## src/rtl/fabric_master_queue.sv

```systemverilog
// fabric_master_queue
//   Per-master front end for one master port of the fabric arbiter. Requests
//   from the master are buffered in a DEPTH-entry FIFO and issued downstream
//   one at a time, so at most one transaction is outstanding. Responses are
//   forwarded upstream combinationally. A watchdog covers the outstanding
//   transaction: on expiry it returns TIMEOUT_CODE upstream, then waits for
//   the late slave response and discards it.
//
// Ports
//   clk, rst_n              clock, synchronous active-low reset
//   up_req_*                request from the master (valid/ready + fields)
//   up_rsp_*                response to the master (valid/ready + fields)
//   dn_req_*                request to the arbiter, driven from the FIFO head
//   dn_rsp_*                response from the arbiter
//   fifo_level              registered FIFO occupancy
//   timeout_pulse           one-cycle strobe when the watchdog fires
//   discarding              high while a late response is awaited for discard
module fabric_master_queue #(
  parameter int                ADDR_W         = 32,
  parameter int                DATA_W         = 32,
  parameter int                ID_W           = 4,
  parameter int                OP_W           = 8,
  parameter int                SIZE_W         = 3,
  parameter int                ATTR_W         = 8,  // fabric attribute width
  parameter int                CODE_W         = 8,
  parameter int                DEPTH          = 4,  // power of two, >= 2
  parameter int                TIMEOUT_CYCLES = 1024,  // 0 disables the watchdog
  parameter logic [CODE_W-1:0] TIMEOUT_CODE   = 8'hFE
) (
  input  logic                     clk,
  input  logic                     rst_n,
  // upstream request
  input  logic                     up_req_valid,
  output logic                     up_req_ready,
  input  logic [OP_W-1:0]          up_req_op,
  input  logic [ADDR_W-1:0]        up_req_addr,
  input  logic [DATA_W-1:0]        up_req_wdata,
  input  logic [DATA_W/8-1:0]      up_req_wstrb,
  input  logic [SIZE_W-1:0]        up_req_size,
  input  logic [ATTR_W-1:0]        up_req_attr,
  input  logic [ID_W-1:0]          up_req_id,
  // upstream response
  output logic                     up_rsp_valid,
  input  logic                     up_rsp_ready,
  output logic [DATA_W-1:0]        up_rsp_rdata,
  output logic [CODE_W-1:0]        up_rsp_code,
  output logic [ID_W-1:0]          up_rsp_id,
  // downstream request
  output logic                     dn_req_valid,
  input  logic                     dn_req_ready,
  output logic [OP_W-1:0]          dn_req_op,
  output logic [ADDR_W-1:0]        dn_req_addr,
  output logic [DATA_W-1:0]        dn_req_wdata,
  output logic [DATA_W/8-1:0]      dn_req_wstrb,
  output logic [SIZE_W-1:0]        dn_req_size,
  output logic [ATTR_W-1:0]        dn_req_attr,
  output logic [ID_W-1:0]          dn_req_id,
  // downstream response
  input  logic                     dn_rsp_valid,
  output logic                     dn_rsp_ready,
  input  logic [DATA_W-1:0]        dn_rsp_rdata,
  input  logic [CODE_W-1:0]        dn_rsp_code,
  input  logic [ID_W-1:0]          dn_rsp_id,
  // status
  output logic [$clog2(DEPTH):0]   fifo_level,
  output logic                     timeout_pulse,
  output logic                     discarding
);

  localparam int PTR_W = $clog2(DEPTH);
  localparam int LVL_W = PTR_W + 1;
  localparam int CNT_W = (TIMEOUT_CYCLES > 1) ? $clog2(TIMEOUT_CYCLES) : 1;
  localparam bit WDOG_EN = (TIMEOUT_CYCLES > 0);
  localparam logic [CNT_W-1:0] CNT_LIMIT =
    (TIMEOUT_CYCLES > 0) ? CNT_W'(TIMEOUT_CYCLES - 1) : '0;

  typedef struct packed {
    logic [OP_W-1:0]     op;
    logic [ADDR_W-1:0]   addr;
    logic [DATA_W-1:0]   wdata;
    logic [DATA_W/8-1:0] wstrb;
    logic [SIZE_W-1:0]   size;
    logic [ATTR_W-1:0]   attr;
    logic [ID_W-1:0]     id;
  } req_t;

  typedef enum logic [1:0] {
    ST_IDLE,
    ST_WAIT,
    ST_TOUT,
    ST_DISCARD
  } state_t;

  req_t             mem_q [DEPTH];
  req_t             mem_d [DEPTH];
  logic [PTR_W-1:0] wr_ptr_q, wr_ptr_d;
  logic [PTR_W-1:0] rd_ptr_q, rd_ptr_d;
  logic [LVL_W-1:0] level_q, level_d;
  state_t           state_q, state_d;
  logic [CNT_W-1:0] cnt_q, cnt_d;
  logic [ID_W-1:0]  out_id_q, out_id_d;

  logic empty, full, push, pop;
  req_t head, req_in;

  assign empty        = (level_q == '0);
  assign full         = (level_q == LVL_W'(DEPTH));
  // Readiness uses only the registered level, so a full FIFO refuses a
  // request even in a cycle where the head is being dequeued.
  assign up_req_ready = !full;
  assign push         = up_req_valid && !full;
  assign fifo_level   = level_q;
  assign head         = mem_q[rd_ptr_q];
  assign req_in       = '{op: up_req_op, addr: up_req_addr, wdata: up_req_wdata,
                          wstrb: up_req_wstrb, size: up_req_size,
                          attr: up_req_attr, id: up_req_id};

  // FIFO datapath. DEPTH is a power of two, so pointers wrap naturally.
  always_comb begin
    mem_d    = mem_q;
    wr_ptr_d = wr_ptr_q;
    rd_ptr_d = rd_ptr_q;
    level_d  = level_q;
    if (push) begin
      mem_d[wr_ptr_q] = req_in;
      wr_ptr_d        = wr_ptr_q + PTR_W'(1);
    end
    if (pop) begin
      rd_ptr_d = rd_ptr_q + PTR_W'(1);
    end
    case ({push, pop})
      2'b10:   level_d = level_q + LVL_W'(1);
      2'b01:   level_d = level_q - LVL_W'(1);
      default: level_d = level_q;
    endcase
  end

  // Issue / response / watchdog FSM.
  always_comb begin
    // NOTE: every output of this block gets a default first, so no path can
    // leave one unassigned and infer a latch.
    state_d       = state_q;
    cnt_d         = cnt_q;
    out_id_d      = out_id_q;
    pop           = 1'b0;
    dn_req_valid  = 1'b0;
    {dn_req_op, dn_req_addr, dn_req_wdata, dn_req_wstrb,
     dn_req_size, dn_req_attr, dn_req_id} = '0;
    up_rsp_valid  = 1'b0;
    up_rsp_rdata  = '0;
    up_rsp_code   = '0;
    up_rsp_id     = '0;
    dn_rsp_ready  = 1'b0;
    timeout_pulse = 1'b0;
    discarding    = 1'b0;

    case (state_q)
      ST_IDLE: begin
        dn_req_valid = !empty;
        if (!empty) begin
          {dn_req_op, dn_req_addr, dn_req_wdata, dn_req_wstrb,
           dn_req_size, dn_req_attr, dn_req_id} = head;
          if (dn_req_ready) begin
            pop      = 1'b1;
            out_id_d = head.id;
            cnt_d    = '0;
            state_d  = ST_WAIT;
          end
        end
      end

      ST_WAIT: begin
        up_rsp_valid = dn_rsp_valid;
        up_rsp_rdata = dn_rsp_rdata;
        up_rsp_code  = dn_rsp_code;
        up_rsp_id    = dn_rsp_id;
        dn_rsp_ready = up_rsp_ready;
        // A completing handshake beats the watchdog in the limit cycle; a
        // response stalled by up_rsp_ready keeps the watchdog running.
        if (dn_rsp_valid && up_rsp_ready) begin
          state_d = ST_IDLE;
        end else if (WDOG_EN && (cnt_q == CNT_LIMIT)) begin
          timeout_pulse = 1'b1;
          state_d       = ST_TOUT;
        end else if (WDOG_EN) begin
          cnt_d = cnt_q + CNT_W'(1);
        end
      end

      ST_TOUT: begin
        up_rsp_valid = 1'b1;
        up_rsp_code  = TIMEOUT_CODE;
        up_rsp_id    = out_id_q;
        if (up_rsp_ready) begin
          state_d = ST_DISCARD;
        end
      end

      ST_DISCARD: begin
        // The slave still owes a response; swallow it before issuing again.
        discarding   = 1'b1;
        dn_rsp_ready = 1'b1;
        if (dn_rsp_valid) begin
          state_d = ST_IDLE;
        end
      end

      default: state_d = ST_IDLE;
    endcase
  end

  // NOTE: sequential state is updated with non-blocking assignments so every
  // flop samples the pre-edge values of the others.
  always_ff @(posedge clk) begin
    if (!rst_n) begin
      state_q  <= ST_IDLE;
      wr_ptr_q <= '0;
      rd_ptr_q <= '0;
      level_q  <= '0;
      cnt_q    <= '0;
      out_id_q <= '0;
    end else begin
      state_q  <= state_d;
      wr_ptr_q <= wr_ptr_d;
      rd_ptr_q <= rd_ptr_d;
      level_q  <= level_d;
      cnt_q    <= cnt_d;
      out_id_q <= out_id_d;
    end
  end

  // NOTE: FIFO storage is deliberately not reset; an entry is only read after
  // it has been written, and the occupancy count gates every read.
  always_ff @(posedge clk) begin
    mem_q <= mem_d;
  end

endmodule

```

## config.mk

```make
export PLATFORM = sky130hd
export DESIGN_NAME = fabric_master_queue
export DESIGN_NICKNAME = d
export VERILOG_FILES = /design/src/rtl/fabric_master_queue.sv
export SDC_FILE = /design/constraint.sdc
export NUM_CORES = 1
export LEC_CHECK = 0
export ABC_AREA = 1
export BUFFER_PORTS_ARGS = -buffer_cell sky130_fd_sc_hd__buf_2
export CORE_MARGIN = 1
export CORE_UTILIZATION = 45
export DETAILED_ROUTE_END_ITERATION = 16
export HOLD_SLACK_MARGIN = 0.15
export PLACE_DENSITY = 0.65
export SYNTH_ARGS = -nofsm -noshare
export SYNTH_HDL_FRONTEND = slang
export SYNTH_SLANG_ARGS = --single-unit
```

## constraint.sdc

```tcl
create_clock -name clk -period 5.1 [get_ports clk]
set_clock_uncertainty 0.2 [all_clocks]
set_input_delay 0.51 -clock clk [delete_from_list [all_inputs] [get_ports clk]]
set_output_delay 0.51 -clock clk [all_outputs]
set_load 0.05 [all_outputs]
```

## Word level (Yosys, flattened, before mapping)

Cells that the tools add are included.
Widths: inputs -> output; s select.

- Memories: 0
- Bits in writable memories: 0
- Latch bits: 0
- Bits in read-only memories: 0
- Register bits after elaboration: 387
- Output and inout port bits: 144
- Bits of input ports: 141
- Word-level logic and storage cells: 117

- $lt $le $gt $ge: 3
- Shift operators: 0
- Eq/ne operators: 14
- Multiply operators: 0
- Divide/modulo/power cells: 0
- Mux-type cells: 46
- Reduce and logical (&&, ||, !) cells: 12
- Add/subtract/negate cells: 5
- Bitwise logic cells: 3

Operator list:

| operator | count |
|---|---|
| $bwmux 364 | 1 |
| $mux 91 | 3 |
| $bmux 91 s2 | 1 |
| $demux 91 s2 | 1 |
| $mux 32 | 5 |
| $mux 10 | 4 |
| $mux 8 | 4 |
| $pmux 10 s2 | 1 |
| $mux 4 | 4 |
| $pmux 8 s2 | 1 |
| $mux 2 | 6 |
| $ne 2x2->1 const B | 6 |
| $add 10x1->10 const B | 1 |
| $eq 10x10->1 const B | 1 |
| $reduce_and 5->1 | 2 |
| $mux 1 | 8 |
| $pmux 2 s4 | 1 |
| $pmux 4 s2 | 1 |
| $eq 2x2->1 const B | 3 |
| $ge 3x3->1 const B | 2 |
| $mux 3 | 2 |
| $not 2->3 | 2 |
| $pmux 3 s2 | 1 |
| $add 2x1->2 const B | 2 |
| 14 further kinds | 20 |

## Longest topological paths before layout

- Depth after elaboration: 6
- Gate-level depth with buffers: 12
- Depth with buffers taken out: 11

## Least setup slack after synthesis

OpenSTA, ideal clock, no wires.

- Path kind: flip-flop to flip-flop
- Start: reg level_q[1], in the netlist fifo_level[1]
- End: reg mem_q[0] (netlist bit), enable pin
- Arrival: 5.400 ns
- Data required time: 4.358 ns
- Setup time: 0.542 ns
- Path buffers: 0
- Path slack: -1.041 ns
- Clock period less this slack: 6.141 ns
- Stages on the path, launching flop included: 5
- Cell sequence: dfxtp_1 -> inv_1 -> nand3_1 -> nand2_1 -> nor2_1

- Longest elaborated chain between the ends: 3

Ends and longest elaborated chain:

| element | line | text |
|---|---|---|
| start, declared | 98 | `logic [LVL_W-1:0] level_q, level_d;` |
| start signal, assigned | 226 | `level_q <= level_d;` |
| $eq 3x3->1 | 107 | `assign full = (level_q == LVL_W'(DEPTH));` |
| $logic_not 1->1 | - |  |
| named net up_req_ready | 34 | `output logic up_req_ready,` |
| $logic_and 1x1->1 | 111 | `assign push = up_req_valid && !full;` |
| end signal, assigned | 235 | `mem_q <= mem_d;` |
| end, declared | 94 | `req_t mem_q [DEPTH];` |

The timed path passes the listed nets, and every way through them passes these cells.
A chain may end at the register's enable or synchronous reset.

## Worst setup path in the final report

- Start: reg rd_ptr_q[0]
- End: out dn_req_size[1]

- Longest elaborated chain between the ends: 6

Ends and longest elaborated chain:

| element | line | text |
|---|---|---|
| start, declared | 97 | `logic [PTR_W-1:0] rd_ptr_q, rd_ptr_d;` |
| start signal, assigned | 225 | `rd_ptr_q <= rd_ptr_d;` |
| $not 2->3 (implied by the code) | 113 | `assign head = mem_q[rd_ptr_q];` |
| $bmux 91 s2 | 113 |  |
| $mux 91 (implied by the code) (2 in series) | 113 |  |
| $mux 3 | 160 | `if (!empty) begin` |
| $mux 3 | 157 | `case (state_q)` |
| end, declared | 55 | `output logic [SIZE_W-1:0] dn_req_size,` |

No other way between the ends. The select of a mux whose other input is x is not followed.

==> summary.txt <==
Power
  • Sw Pwr: 4.60 mW
  • P_int: between 6 and 7 mW
  • Power density over the cells: around 550 mW/mm²
  • Sequential share of power: 0.363
  • Clock power share: 0.250
  • Static Leak: roughly 7.7 nW
  • Logic pwr share: 0.388
  • Peak supply drop: a little under 0.4 mV
  • Switch share: 0.425

Die
  • Die height: 190 µm
  • DIE AREA: 0.0360 mm²
  • Chip width: ~190 µm
  • Core Area: 0.0346 mm²
  • Ports: between 200 and 300
  • Initial core utilization: 0.457
  • Num rows: 68

Finish
  • Share of layout cells above drive strength 1: 0.210
  • Area Growth Syn to Fin: 24.8%
  • Final core utilization: 0.571
  • Fill count: around 2,800
  • Final #Nets: around 1,900

Synth
  • Post-Syn Area: ~0.016 mm²
  • Synthesized area per cell: between 10 and 15 µm²
  • Synth Instances: ~1,400
  • Syn nets: roughly 1,500
  • Unique masters post-synth: 30
  • Sequential area share after synthesis: 0.719
  • Yosys warning total: 0
  • Synth Register Bits: 387

Drt
  • # DRC: 0
  • Via count: approximately 11,000
  • Total wire length: around 38,000 µm
  • DRT antenna net count: 0
  • Starting DRT DRC Count: approximately 830
  • Via/cell ratio: about 5.1
  • WL per Instance: between 15 and 20 µm
  • Drt pass-1 iters: 4

Timing
  • Tmin final: 3790 ps
  • Achievable Freq: 264 MHz
  • Measured slew at the worst slew-check pin: roughly 1100 ps
  • Final setup vio count: 0
  • Final Hold Fails: 0
  • Total negative slack: 0 ps
  • RSZ-0062 raised after global routing: false
  • Slew HR: 0.275
  • Final Cycle Share: 0.743
  • Slew Viols, Final: 0

Clocking
  • Cts hold-fix bufs: just over 90
  • Post-CTS Repair Setup Buffers: 0
  • Clock sink count: 387
  • Maximum buffer depth of the clock tree: 3
  • Clk_lat worst skew: roughly 530 ps
  • # resized after CTS: 0
  • CTS H-Tree Depth: 2
  • Total CTS buffers: 40
  • Clk slew on worst S/H paths: roughly 60 ps
  • Root buffer cell: clkbuf_16
  • CTS tree: built

GRT
  • Vias in the first global route: between 10,000 and 15,000
  • Tot GR Track Use: 0.211
  • GRT overflow: 0
  • First-pass GRT wire length: between 50,000 and 60,000 µm
  • Largest net degree at the start of global routing: around 110
  • Initial antenna violation count: 1

Worst hold path
  • Worst min-delay path startpoint: dn_req_ready
  • Worst hold path depth: 5
  • Hold endpoint: rd_ptr_q[1]
  • Hold Path Class: input port to flop

Critical path
  • Reg-to-Reg Start: state_q[0]
  • Critical path class: flop to primary output
  • Critical Path End Type: primary output
  • Reg-to-Reg End: fifo_level[2]
  • CP Launch Type: flop
  • Crit path from: rd_ptr_q[0]
  • CP arrival: a little over 3000 ps
  • Critical path fanouts, max: 83
  • Reg2Reg Setup Slack: 1780 ps
  • Worst Reg2Reg Path Length in Cells: 11
  • Worst EP required: ~4400 ps

Placed design
  • Detailed placement HPWL: between 20,000 and 25,000 µm
  • Gp weighted congestion: 0.778
  • PortBufs: between 200 and 300

Flow run
  • Max-cap violations: 0

Status
  • Status: complete, no violations
logic make-up after synthesis:
family                     Yosys count  share of synthesized area
buffers and inverters              152                     0.0418
DFF                                387                      0.719
AOI/OAI and AO/OA                  318                      0.102
and+or+nand+nor                    513                      0.128
adders and majority gates           11                    0.00916
xor gates and xnor gates             1                   0.000553
layout by cell type (no fill, tap or decap), types with 2 or more instances in the layout:
cell / instances
dfxtp_1: 21
o21ai_0: 170
nor2_2: 2
nor2_1: 382
nand2_4: 4
buf_12: 3
buf_2: 284
edfxtp_1: 364
clkbuf_1: 10
dlygate4sd3_1: 92
clkbuf_16: 40
dfxtp_4: 2
inv_2: 3
clkinv_1: 14
nor2_4: 6
ha_1: 10
bufinv_16: 2
nand3b_1: 2
nand3_1: 15
a21oi_1: 117
clkinv_2: 5
buf_4: 12
o22a_1: 4
nand4_1: 3
inv_1: 64
o21ai_1: 25
nand2_1: 96
worst max-delay path, stage by stage, from the launching register on:
cell	delay, ps
dfxtp_4	720
buf_4	770
nor2_1	110
nor2_1	110
o21ai_0	100
a21oi_1	330
buf_2	330
per-stage QoR:
step | cell area [µm²] | std cells | setup slack [ps] | power, mW | hold slack (ps)
2_1_floorplan | 15800 | 1382 | -1040 | 7.12 | 264
3_3_place_gp | 17600 | 2054 | 1670 | 8.10 | 292
3_5_place_dp | 17600 | 2054 | 1750 | 8.13 | 296
4_1_cts | 19800 | 2219 | 1290 | 10.9 | 271
5_1_grt | 19800 | 2220 | 1100 | 11.3 | 347
6_report | 19800 | 2220 | 1310 | 10.8 | 289
how the worst max path moves through the flow:
stage	endpoint	slack [ps]	cells after the start
after floorplan	mem_q[0]	-1040	4
after global placement	fifo_level[2]	1670	11
after detailed placement	fifo_level[2]	1750	11
after CTS	dn_req_id[1]	1290	5
after global routing	dn_req_size[1]	1100	6
final	dn_req_size[1]	1310	6
cell usage after synthesis:
master,number,share of area
inv_1,65,0.015
ha_1,10,0.0079
clkbuf_1,34,0.0081
buf_1,7,0.0017
buf_6,2,0.0014
nor2_2,2,0.00079
inv_2,4,0.00095
buf_4,11,0.0052
o21ai_0,170,0.054
xor2_1,1,0.00055
dfxtp_1,23,0.029
nand3_1,15,0.0047
nand3_4,1,0.0011
nand2_1,97,0.023
nand2_2,1,0.00040
nor2_1,386,0.091
o22a_1,4,0.0022
o21ai_1,25,0.0079
nand2_4,3,0.0021
o211ai_1,1,0.00047
nor2_4,2,0.0014
nand4_1,3,0.0012
fa_1,1,0.0013
nor3b_1,1,0.00047
o22ai_1,1,0.00040
a21oi_1,117,0.037
clkinv_1,1,0.00024
buf_2,28,0.0088
nand3b_1,2,0.00095
edfxtp_1,364,0.69
power groups by stage:
stage | clock network [mW] | registers, mW | logic [mW]
floorplan | 0 | 3.97 | 3.15
global placement | 0 | 3.98 | 4.12
detailed placement | 0 | 3.99 | 4.14
global route | 2.90 | 3.95 | 4.49
CTS | 2.76 | 3.92 | 4.21
finish | 2.70 | 3.92 | 4.19
routing by layer:
layer / track usage / share of wire
met1: 0.258 / 0.41
met4: 0.0878 / 0.034
met2: 0.370 / 0.50
met3: 0.0328 / 0.056
met5: 0 / 0
area by class of cell:
cell class / instances / area, µm² / share of cell area
Clock inverter: 23 / 181 / 0.00918
Multi-Input combinational cell: 843 / 3820 / 0.193
Inverter: 70 / 267 / 0.0135
Clock buffer: 50 / 1040 / 0.0525
Sequential cell: 387 / 11400 / 0.576
Timing Repair Buffer: 391 / 2490 / 0.126
Tap cell: 455 / 569 / 0.0288
Antenna cell: 1 / 2.50 / 0.000127
flip-flops by register name (all words and copies together) (netlist names), named ones only:
name / count
wr_ptr_q: 2
cnt_q: 10
fifo_level: 3
rd_ptr_q: 2
out_id_q: 4
mem_q: 364
state_q: 1
(Power assumes the default switching activity.)
